==> config.mk <==
export PLATFORM = sky130hd
export DESIGN_NAME = rf_wb_scheduler
export DESIGN_NICKNAME = d
export VERILOG_FILES = /design/src/rtl/kgp_rf_pkg.sv /design/src/rtl/rf_rr_arb2.sv /design/src/rtl/rf_wb_scheduler.sv
export SDC_FILE = /design/constraint.sdc
export NUM_CORES = 1
export LEC_CHECK = 0
export BUFFER_PORTS_ARGS = -buffer_cell sky130_fd_sc_hd__buf_4
export CORE_UTILIZATION = 42
export DETAILED_ROUTE_END_ITERATION = 8
export GPL_TIMING_DRIVEN = 1
export PLACE_DENSITY_LB_ADDON = 0.12
export SLEW_MARGIN = 25
export SYNTH_ARGS = -nofsm -noshare
export SYNTH_HDL_FRONTEND = slang
export SYNTH_SLANG_ARGS = --single-unit
==> constraint.sdc <==
create_clock -name clk -period 2 [get_ports clk]
set_clock_uncertainty 0.05 [all_clocks]
set_input_delay 0.2 -clock clk [delete_from_list [all_inputs] [get_ports clk]]
set_output_delay 0.2 -clock clk [all_outputs]
set_load 0.02 [all_outputs]
==> src/rtl/kgp_rf_pkg.sv <==
// Shared definitions for the register-file writeback scheduler:
// default widths, register count and the writeback request record.
package kgp_rf_pkg;
   localparam int DEFAULT_DATA_W = 32;
   localparam int DEFAULT_ADDR_W = 5;
   localparam int NUM_REGS       = 2 ** DEFAULT_ADDR_W;

   // Field is reg_idx because "reg" is a reserved word.
   typedef struct packed {
      logic [DEFAULT_ADDR_W-1:0] reg_idx;
      logic [DEFAULT_DATA_W-1:0] data;
   } wb_req_t;
endpackage

==> src/rtl/rf_rr_arb2.sv <==
// Two-way round-robin arbiter: one-hot grant, pointer remembers the last winner
// and only moves when a grant is actually issued.
module rf_rr_arb2
   import kgp_rf_pkg::*;
(
   input  logic       clk,
   input  logic       rst_n,
   input  logic [1:0] req,
   output logic [1:0] grant
);
   // last_wb1_reg = 1 means wb1 won most recently, so wb0 has priority next.
   logic last_wb1_reg;
   logic last_wb1_next;

   always_comb begin
      grant = 2'b00;
      if (rst_n) begin
         grant[0] = req[0] & (~req[1] | last_wb1_reg);
         grant[1] = req[1] & (~req[0] | ~last_wb1_reg);
      end
      last_wb1_next = last_wb1_reg;
      if (|grant) begin
         last_wb1_next = grant[1];
      end
   end

   always_ff @(posedge clk or negedge rst_n) begin
      if (!rst_n) begin
         last_wb1_reg <= 1'b1;
      end else begin
         last_wb1_reg <= last_wb1_next;
      end
   end
endmodule

==> src/rtl/rf_wb_scheduler.sv <==
// Writeback scheduler: arbitrates ALU/load writebacks onto the single register
// file write port and tracks pending destination registers for decode stalls.
module rf_wb_scheduler
   import kgp_rf_pkg::*;
#(
   parameter int DATA_W = kgp_rf_pkg::DEFAULT_DATA_W,
   parameter int ADDR_W = kgp_rf_pkg::DEFAULT_ADDR_W
) (
   input  logic              clk,
   input  logic              rst_n,
   input  logic              claim_valid,
   input  logic [ADDR_W-1:0] claim_reg,
   input  logic              wb0_valid,
   input  logic [ADDR_W-1:0] wb0_reg,
   input  logic [DATA_W-1:0] wb0_data,
   output logic              wb0_ready,
   input  logic              wb1_valid,
   input  logic [ADDR_W-1:0] wb1_reg,
   input  logic [DATA_W-1:0] wb1_data,
   output logic              wb1_ready,
   output logic              rf_reg_write,
   output logic [ADDR_W-1:0] rf_write_register,
   output logic [DATA_W-1:0] rf_write_data,
   input  logic [ADDR_W-1:0] chk_reg_1,
   input  logic [ADDR_W-1:0] chk_reg_2,
   output logic              stall
);
   localparam int NREGS = 2 ** ADDR_W;

   logic [1:0]        grant;
   logic              accept;
   logic [ADDR_W-1:0] sel_reg;
   logic [DATA_W-1:0] sel_data;

   logic              rf_we_reg;
   logic [ADDR_W-1:0] rf_addr_reg;
   logic [DATA_W-1:0] rf_data_reg;

   logic [NREGS-1:0]  busy_reg;
   logic [NREGS-1:0]  busy_next;

   rf_rr_arb2 u_arb (
      .clk   (clk),
      .rst_n (rst_n),
      .req   ({wb1_valid, wb0_valid}),
      .grant (grant)
   );

   assign wb0_ready = grant[0];
   assign wb1_ready = grant[1];
   assign accept    = |grant;
   assign sel_reg   = grant[1] ? wb1_reg  : wb0_reg;
   assign sel_data  = grant[1] ? wb1_data : wb0_data;

   // r0 writes are accepted to keep the pipeline moving but never reach the RF.
   always_ff @(posedge clk or negedge rst_n) begin
      if (!rst_n) begin
         rf_we_reg   <= 1'b0;
         rf_addr_reg <= '0;
         rf_data_reg <= '0;
      end else begin
         rf_we_reg <= accept && (sel_reg != '0);
         if (accept) begin
            rf_addr_reg <= sel_reg;
            rf_data_reg <= sel_data;
         end
      end
   end

   assign rf_reg_write      = rf_we_reg;
   assign rf_write_register = rf_addr_reg;
   assign rf_write_data     = rf_data_reg;

   // Set beats clear so a re-claim racing the previous commit stays pending.
   genvar gi;
   generate
      for (gi = 0; gi < NREGS; gi++) begin : g_busy
         if (gi == 0) begin : g_r0
            assign busy_next[gi] = 1'b0;
         end else begin : g_rn
            assign busy_next[gi] =
               (claim_valid && (claim_reg == ADDR_W'(gi))) ||
               (busy_reg[gi] && !(rf_we_reg && (rf_addr_reg == ADDR_W'(gi))));
         end
      end
   endgenerate

   always_ff @(posedge clk or negedge rst_n) begin
      if (!rst_n) begin
         busy_reg <= '0;
      end else begin
         busy_reg <= busy_next;
      end
   end

   assign stall = rst_n & (busy_reg[chk_reg_1] | busy_reg[chk_reg_2]);
endmodule

==> impl_metrics.yaml, run 1 <==
outcome:
  status: "complete, but fails checks"
  violations: "setup timing"
placement:
  place_hpwl_um: 7620
  place_inst: 579
  io_buffers: 134
  place_area_um2: 4800
  gp_congestion: 0.849
  pre_cts_ws_ns: 0.0168
setup_path:
  max_stage_delay_ns: 0.46
  crit_path_end: "stall"
  r2r_cells: 5
  worstPathCellList: "mux4_2, mux2_2, a22o_1, a21oi_2, a31oi_1, buf_4"
  r2r-start: "u_arb.last_wb1_reg$_DFFE_PN1P_"
  cp-start-kind: "flip-flop"
  critPathLaunch: "busy_reg[10]$_DFF_PN0_"
  path_class: "reg -> out"
  critical_path_required_ns: 1.75
  crit_fanout: 3
  crit_path_top_delay_cell: "mux4_2"
  cp_data_arrival_time_ns: 2.03
  reg2reg_slack_ns: 0.49
  cp-end-kind: "output port"
  r2r_end: "rf_write_data[26]$_DFFE_PN0P_"
synthesis:
  ys.flop_type: "dfrtp_1"
  async_reset_ff_share_pct: 100
  ys_seq_elements: 70
  seq_area_frac_synth_pct: 48.2
  ys_types: 33
  postSynthAreaPerCell_um2: 10.4
  yosysWarnings: 0
  netlist_instances: 349
  syn_nets: 443
  synth-edff-count: 0
  syn_area_um2: 3630
finish:
  diodes: 0
  fillCellCount: 736
  final_common_cell: "buf_4"
  final_cells: 602
  multi_input_area_um2: 1800
  nets: 586
  mostFrequentLayoutCells: "buf_4, o21ai_0, dfrtp_1"
  drive_gt1_share_pct: 36.8
  largest_reg_flops: 32
  area_growth_pct: 40.8
  design_area_um2: 5120
  regArea_um2: 1750
floorplanning:
  pin_count: 135
  core_um2: 8300
  rows: 33
  die_area_um2: 9030
  die_h_um: 95.0
  die_w_um: 95.0
  start_util_pct: 43.8
sta:
  layout_worst_path_cycle_share_pct: 114
  holdWs_ns: 0.0830
  maxSlewHeadroom_pct: 61.8
  fin_crit_ns: 2.28
  setup_ws_ns: -0.276
  worst_pin_slew_ns: 0.574
  final_max_slew_viol_count: 0
  fin_tns_setup_ns: -0.276
  finalSetupViolCount: 1
  fmax_mhz: 439
  rsz0062_at_grt: "yes"
  finalHoldViolations: 0
clock_network:
  h-tree-depth: 3
  insertion_delay_ns: 0.35
  clk_pin_slew_ns: 0.08
  clockBufferDepth: 2
  clock-sinks: 70
  cts_tree: "done"
  cts_made_buffers: 9
  root_buffer: "clkbuf_8"
drt:
  drt_wl_total_um: 9780
  via_per_inst: 5.44
  first_pass_iters: 4
  routedWlPerCell_um: 16.2
  drc: 0
  drtAntennaViolNets: 0
  vias: 3275
  drtIter0Drc: 141
power:
  power_density_nw_per_um2: 958
  ir_drop_uv: 375
  leakage_nw: 2.44
global_routing:
  grt-ovfl-total: 0
  grt_pass1_wl_um: 15600
  grt.total_usage_pct: 23.3
  grt_pass1_vias: 3030
  grt_max_degree: 48
  antenna_found_initial: 0
hold_path:
  hp-class: "in -> reg"
run:
  cap_violations: 0
## Yosys cell counts (3+ instances only)
| library cell | instances | area [um^2] |
|---|---|---|
| nand3_1 | 9 | 45.0 |
| o21ai_0 | 100 | 500 |
| nand2b_1 | 6 | 37.5 |
| buf_2 | 3 | 15.0 |
| nand2_1 | 48 | 180 |
| nor2_1 | 5 | 18.8 |
| dfrtp_1 | 69 | 1730 |
| nand3b_1 | 4 | 30.0 |
| clkbuf_1 | 10 | 37.5 |
| mux4_2 | 9 | 203 |
| inv_1 | 3 | 11.3 |
| nor2b_1 | 6 | 37.5 |
| mux2i_1 | 44 | 440 |
| buf_1 | 3 | 11.3 |
| mux4_1 | 5 | 131 |
## through the flow
step / utilization [%] / power [W]
2_1_floorplan: - / 0.00274
3_3_place_gp: 57.8 / 0.00332
3_5_place_dp: 57.8 / 0.00336
4_1_cts: 61.5 / 0.00492
5_1_grt: 61.7 / 0.00517
6_report: 61.7 / 0.00490
## area by class of cell
cell class	instances	share of cell area, %
multi-input combinational	259	35.2
sequential	70	34.2
timing repair buffer	149	22.4
clock buffer	10	2.69
clock inverter	6	2.59
tap	105	2.57
inverter	3	0.220
## critical path, delay by kind of cell, from the launching register on
family	cells	cell delay, ns
mux	2	0.73
buf+inv	1	0.16
flops	1	0.40
compound gates	3	0.39
## where the power goes
part	internal [W]	total [W]	switching (W)
sequential	0.00176	0.00204	0.000275
clock	0.000986	0.00153	0.000540
combinational	0.000711	0.00134	0.000632
## worst min-delay path by stage
stage	start	to	slack (ns)	cells after the start
detailed placement	rst_n	rf_write_data[11]$_DFFE_PN0P_	0.03	1
CTS	wb1_data[3]	rf_write_data[3]$_DFFE_PN0P_	0.07	3
finish	wb1_data[3]	rf_write_data[3]$_DFFE_PN0P_	0.08	3
global placement	rst_n	rf_write_data[11]$_DFFE_PN0P_	0.03	1
global route	wb1_data[15]	rf_write_data[15]$_DFFE_PN0P_	0.09	3
floorplan	rst_n	busy_reg[10]$_DFF_PN0_	-0.15	0
## timing repair
| action | 4_1_cts | 5_1_grt |
|---|---|---|
| pin swaps | 2 | 0 |
| resized for setup | 2 | 0 |
| setup buffers | 3 | 2 |
| gates cloned | 0 | 0 |
| endpoints found under the setup margin | 1 | 1 |
| hold endpoints to repair | 24 | 0 |
| hold buffers | 2 | 0 |
## cells by family (layout without fill, tap and decap cells)
| group | count (synthesis) | in the layout | synth area share, % |
|---|---|---|---|
| compound gates | 110 | 110 | 15.8 |
| buf+inv | 20 | 168 | 2.38 |
| flops | 70 | 70 | 48.2 |
| mux | 60 | 60 | 21.9 |
| simple gates | 89 | 89 | 11.6 |
## layer usage
metal / routed length (um) / global-route usage (%)
met1: 4080 / 30.5
met4: 140 / 8.71
met3: 803 / 6.22
met2: 4760 / 37.2
met5: 0 / 0
No activity file was read; power rests on OpenSTA's default activity.
==> inputs of run 2 (changes only) <==
- CORE_MARGIN: not set -> 8
- clock period: 2 -> 2.1 ns (I/O delays scaled with it)
==> run 2 against run 1 <==
  * Register-to-register slack better by 0.11 ns
  * Combinational power down 4%
  * Cell area shrank 2.7%
  * Worst hold slack better by 0.011 ns
  * The run still ends with setup timing left
  * Setup slack better by 0.10 ns
  * Non-clock buffer count down 3
  * Via count fell by 1.7%
==> impl_metrics.yaml, run 2 (synthesized netlist as in run 1, its figures left out) <==
clock_network:
  cts_tree: "done"
  clk_pin_slew_ns: 0.07
  root_buffer: "clkbuf_8"
  clockBufferDepth: 2
  insertion_delay_ns: 0.34
  h-tree-depth: 3
  cts_made_buffers: 9
  clock-sinks: 70
run:
  cap_violations: 0
setup_path:
  critical_path_required_ns: 1.84
  cp-end-kind: "output port"
  r2r_end: "rf_write_data[17]$_DFFE_PN0P_"
  critPathTopFamily: "multiplexers"
  path_class: "reg -> out"
  r2r_cells: 5
  cp-start-kind: "flip-flop"
  r2r-start: "u_arb.last_wb1_reg$_DFFE_PN1P_"
  max_stage_delay_ns: 0.45
  reg2reg_slack_ns: 0.60
  cp_data_arrival_time_ns: 2.01
  crit_top_cell: "buf_4"
  crit_fanout: 2
  crit_path_top_delay_cell: "mux4_2"
  critPathBufInv: 2
  worstPathCellList: "buf_4, mux4_2, nor2b_1, o311ai_0, mux2i_1, a31oi_1, buf_4"
sta:
  rsz0062_at_grt: "yes"
  holdWs_ns: 0.0941
  maxSlewHeadroom_pct: 40.7
  finalHoldViolations: 0
  setup_ws_ns: -0.174
  fin_crit_ns: 2.27
  finalSetupViolCount: 1
  worst_pin_slew_ns: 0.886
  final_max_slew_viol_count: 0
  layout_worst_path_cycle_share_pct: 108
  fmax_mhz: 440
finish:
  diodes: 0
  final_common_cell: "buf_4"
  largest_reg_flops: 32
  area_growth_pct: 37.0
  mostFrequentLayoutCells: "buf_4, o21ai_0, dfrtp_1"
  drive_gt1_share_pct: 35.8
  nets: 583
power:
  p_int_w: 0.00278
  p_switching_w: 0.00136
  ir_drop_uv: 342
  swShare_pct: 32.8
  p_clk_share_pct: 22.2
  leakage_nw: 2.37
  power_density_nw_per_um2: 832
  power.total_w: 0.00414
  p_seq_share_pct: 46.6
  pwr-share-comb_pct: 31.2
drt:
  via_per_inst: 5.35
  drtAntennaViolNets: 0
  first_pass_iters: 5
  routedWlPerCell_um: 17.6
  drt_wl_total_um: 10600
  vias: 3219
  drtIter0Drc: 146
  drc: 0
global_routing:
  grt-ovfl-total: 0
  grt_pass1_wl_um: 17100
  grt.total_usage_pct: 18.5
  antenna_found_initial: 0
  grt_max_degree: 70
  grt_pass1_vias: 3374
hold_path:
  hold_depth: 3
  hold_path_end: "rf_write_data[12]$_DFFE_PN0P_"
  hp-class: "in -> reg"
  worstHoldStart: "wb1_data[12]"
outcome:
  violations: "setup timing"
  status: "complete, but fails checks"
floorplanning:
  pin_count: 135
  die_area_um2: 11900
  die_w_um: 109
  core_um2: 8550
  die_h_um: 109
  start_util_pct: 42.5
  rows: 34
placement:
  io_buffers: 134
  pre_cts_ws_ns: 0.0724
  gp_congestion: 0.867
  place_hpwl_um: 8310
## run 2: changes by cell type in the layout (fill, tap and decap cells not counted), sizes merged
cell | previous run | this run
clkbuf | 10 | 12
bufinv | 4 | 0
clkinv | 1 | 4
clkinvlp | 1 | 0
buf | 147 | 144
## run 2: metrics by stage
stage,util [%],cell area (um^2),setup TNS (ns),std cells
floorplan,-,3630,0,349
global placement,55.8,4770,0,579
detailed placement,55.8,4770,0,579
CTS,58.2,4980,-0.212,602
global route,58.2,4980,-0.259,602
finish,58.2,4980,-0.174,602
## run 2: layer usage
| metal | vias to the layer above | part of all wire [%] | global-route usage (%) |
|---|---|---|---|
| li1 | 1559 | - | - |
| met1 | 1497 | 41 | 22.4 |
| met2 | 147 | 47 | 28.6 |
| met4 | 0 | 1.9 | 7.62 |
| met3 | 16 | 11 | 7.86 |
| met5 | - | 0 | 0 |
## run 2: worst min-delay path, stage by stage
cell,delay [ns]
buf_4,0.07
mux2i_1,0.05
o21ai_0,0.12
## run 2: repair_timing
item | in CTS | in global routing
hold endpoints to repair | 2 | 0
pin swaps | 3 | 1
gates resized for setup | 3 | 0
setup buffers | 5 | 0
hold buffers | 2 | 0
cloned | 0 | 0
setup endpoints to repair | 1 | 1
## run 2: final cells by class
type | instances | area, um^2
clock buffers | 12 | 135
clock inverters | 4 | 23.8
multi-input cells | 259 | 1810
repair buffers | 146 | 1110
fillers | 764 | 3570
well taps | 108 | 135
inverters | 3 | 11.3
flip-flops and latches | 70 | 1750
## run 2: power by group through the flow
stage	sequential, W	combinational (W)	clock [W]
2_1_floorplan	0.00198	0.000633	0
3_3_place_gp	0.00194	0.00123	0
3_5_place_dp	0.00195	0.00125	0
4_1_cts	0.00193	0.00131	0.000939
5_1_grt	0.00198	0.00142	0.000996
6_report	0.00193	0.00129	0.000919
## run 2: worst max path at each step
stage                           startpoint  depth (start not counted)  slack (ns)  endpoint
global route        busy_reg[15]$_DFF_PN0_                          6       -0.26     stall
detailed placement            chk_reg_1[0]                          7        0.07     stall
CTS                 busy_reg[15]$_DFF_PN0_                          6       -0.21     stall
global placement              chk_reg_1[0]                          7        0.09     stall
floorplan                     chk_reg_1[0]                          6        0.23     stall
finish              busy_reg[11]$_DFF_PN0_                          7       -0.17     stall
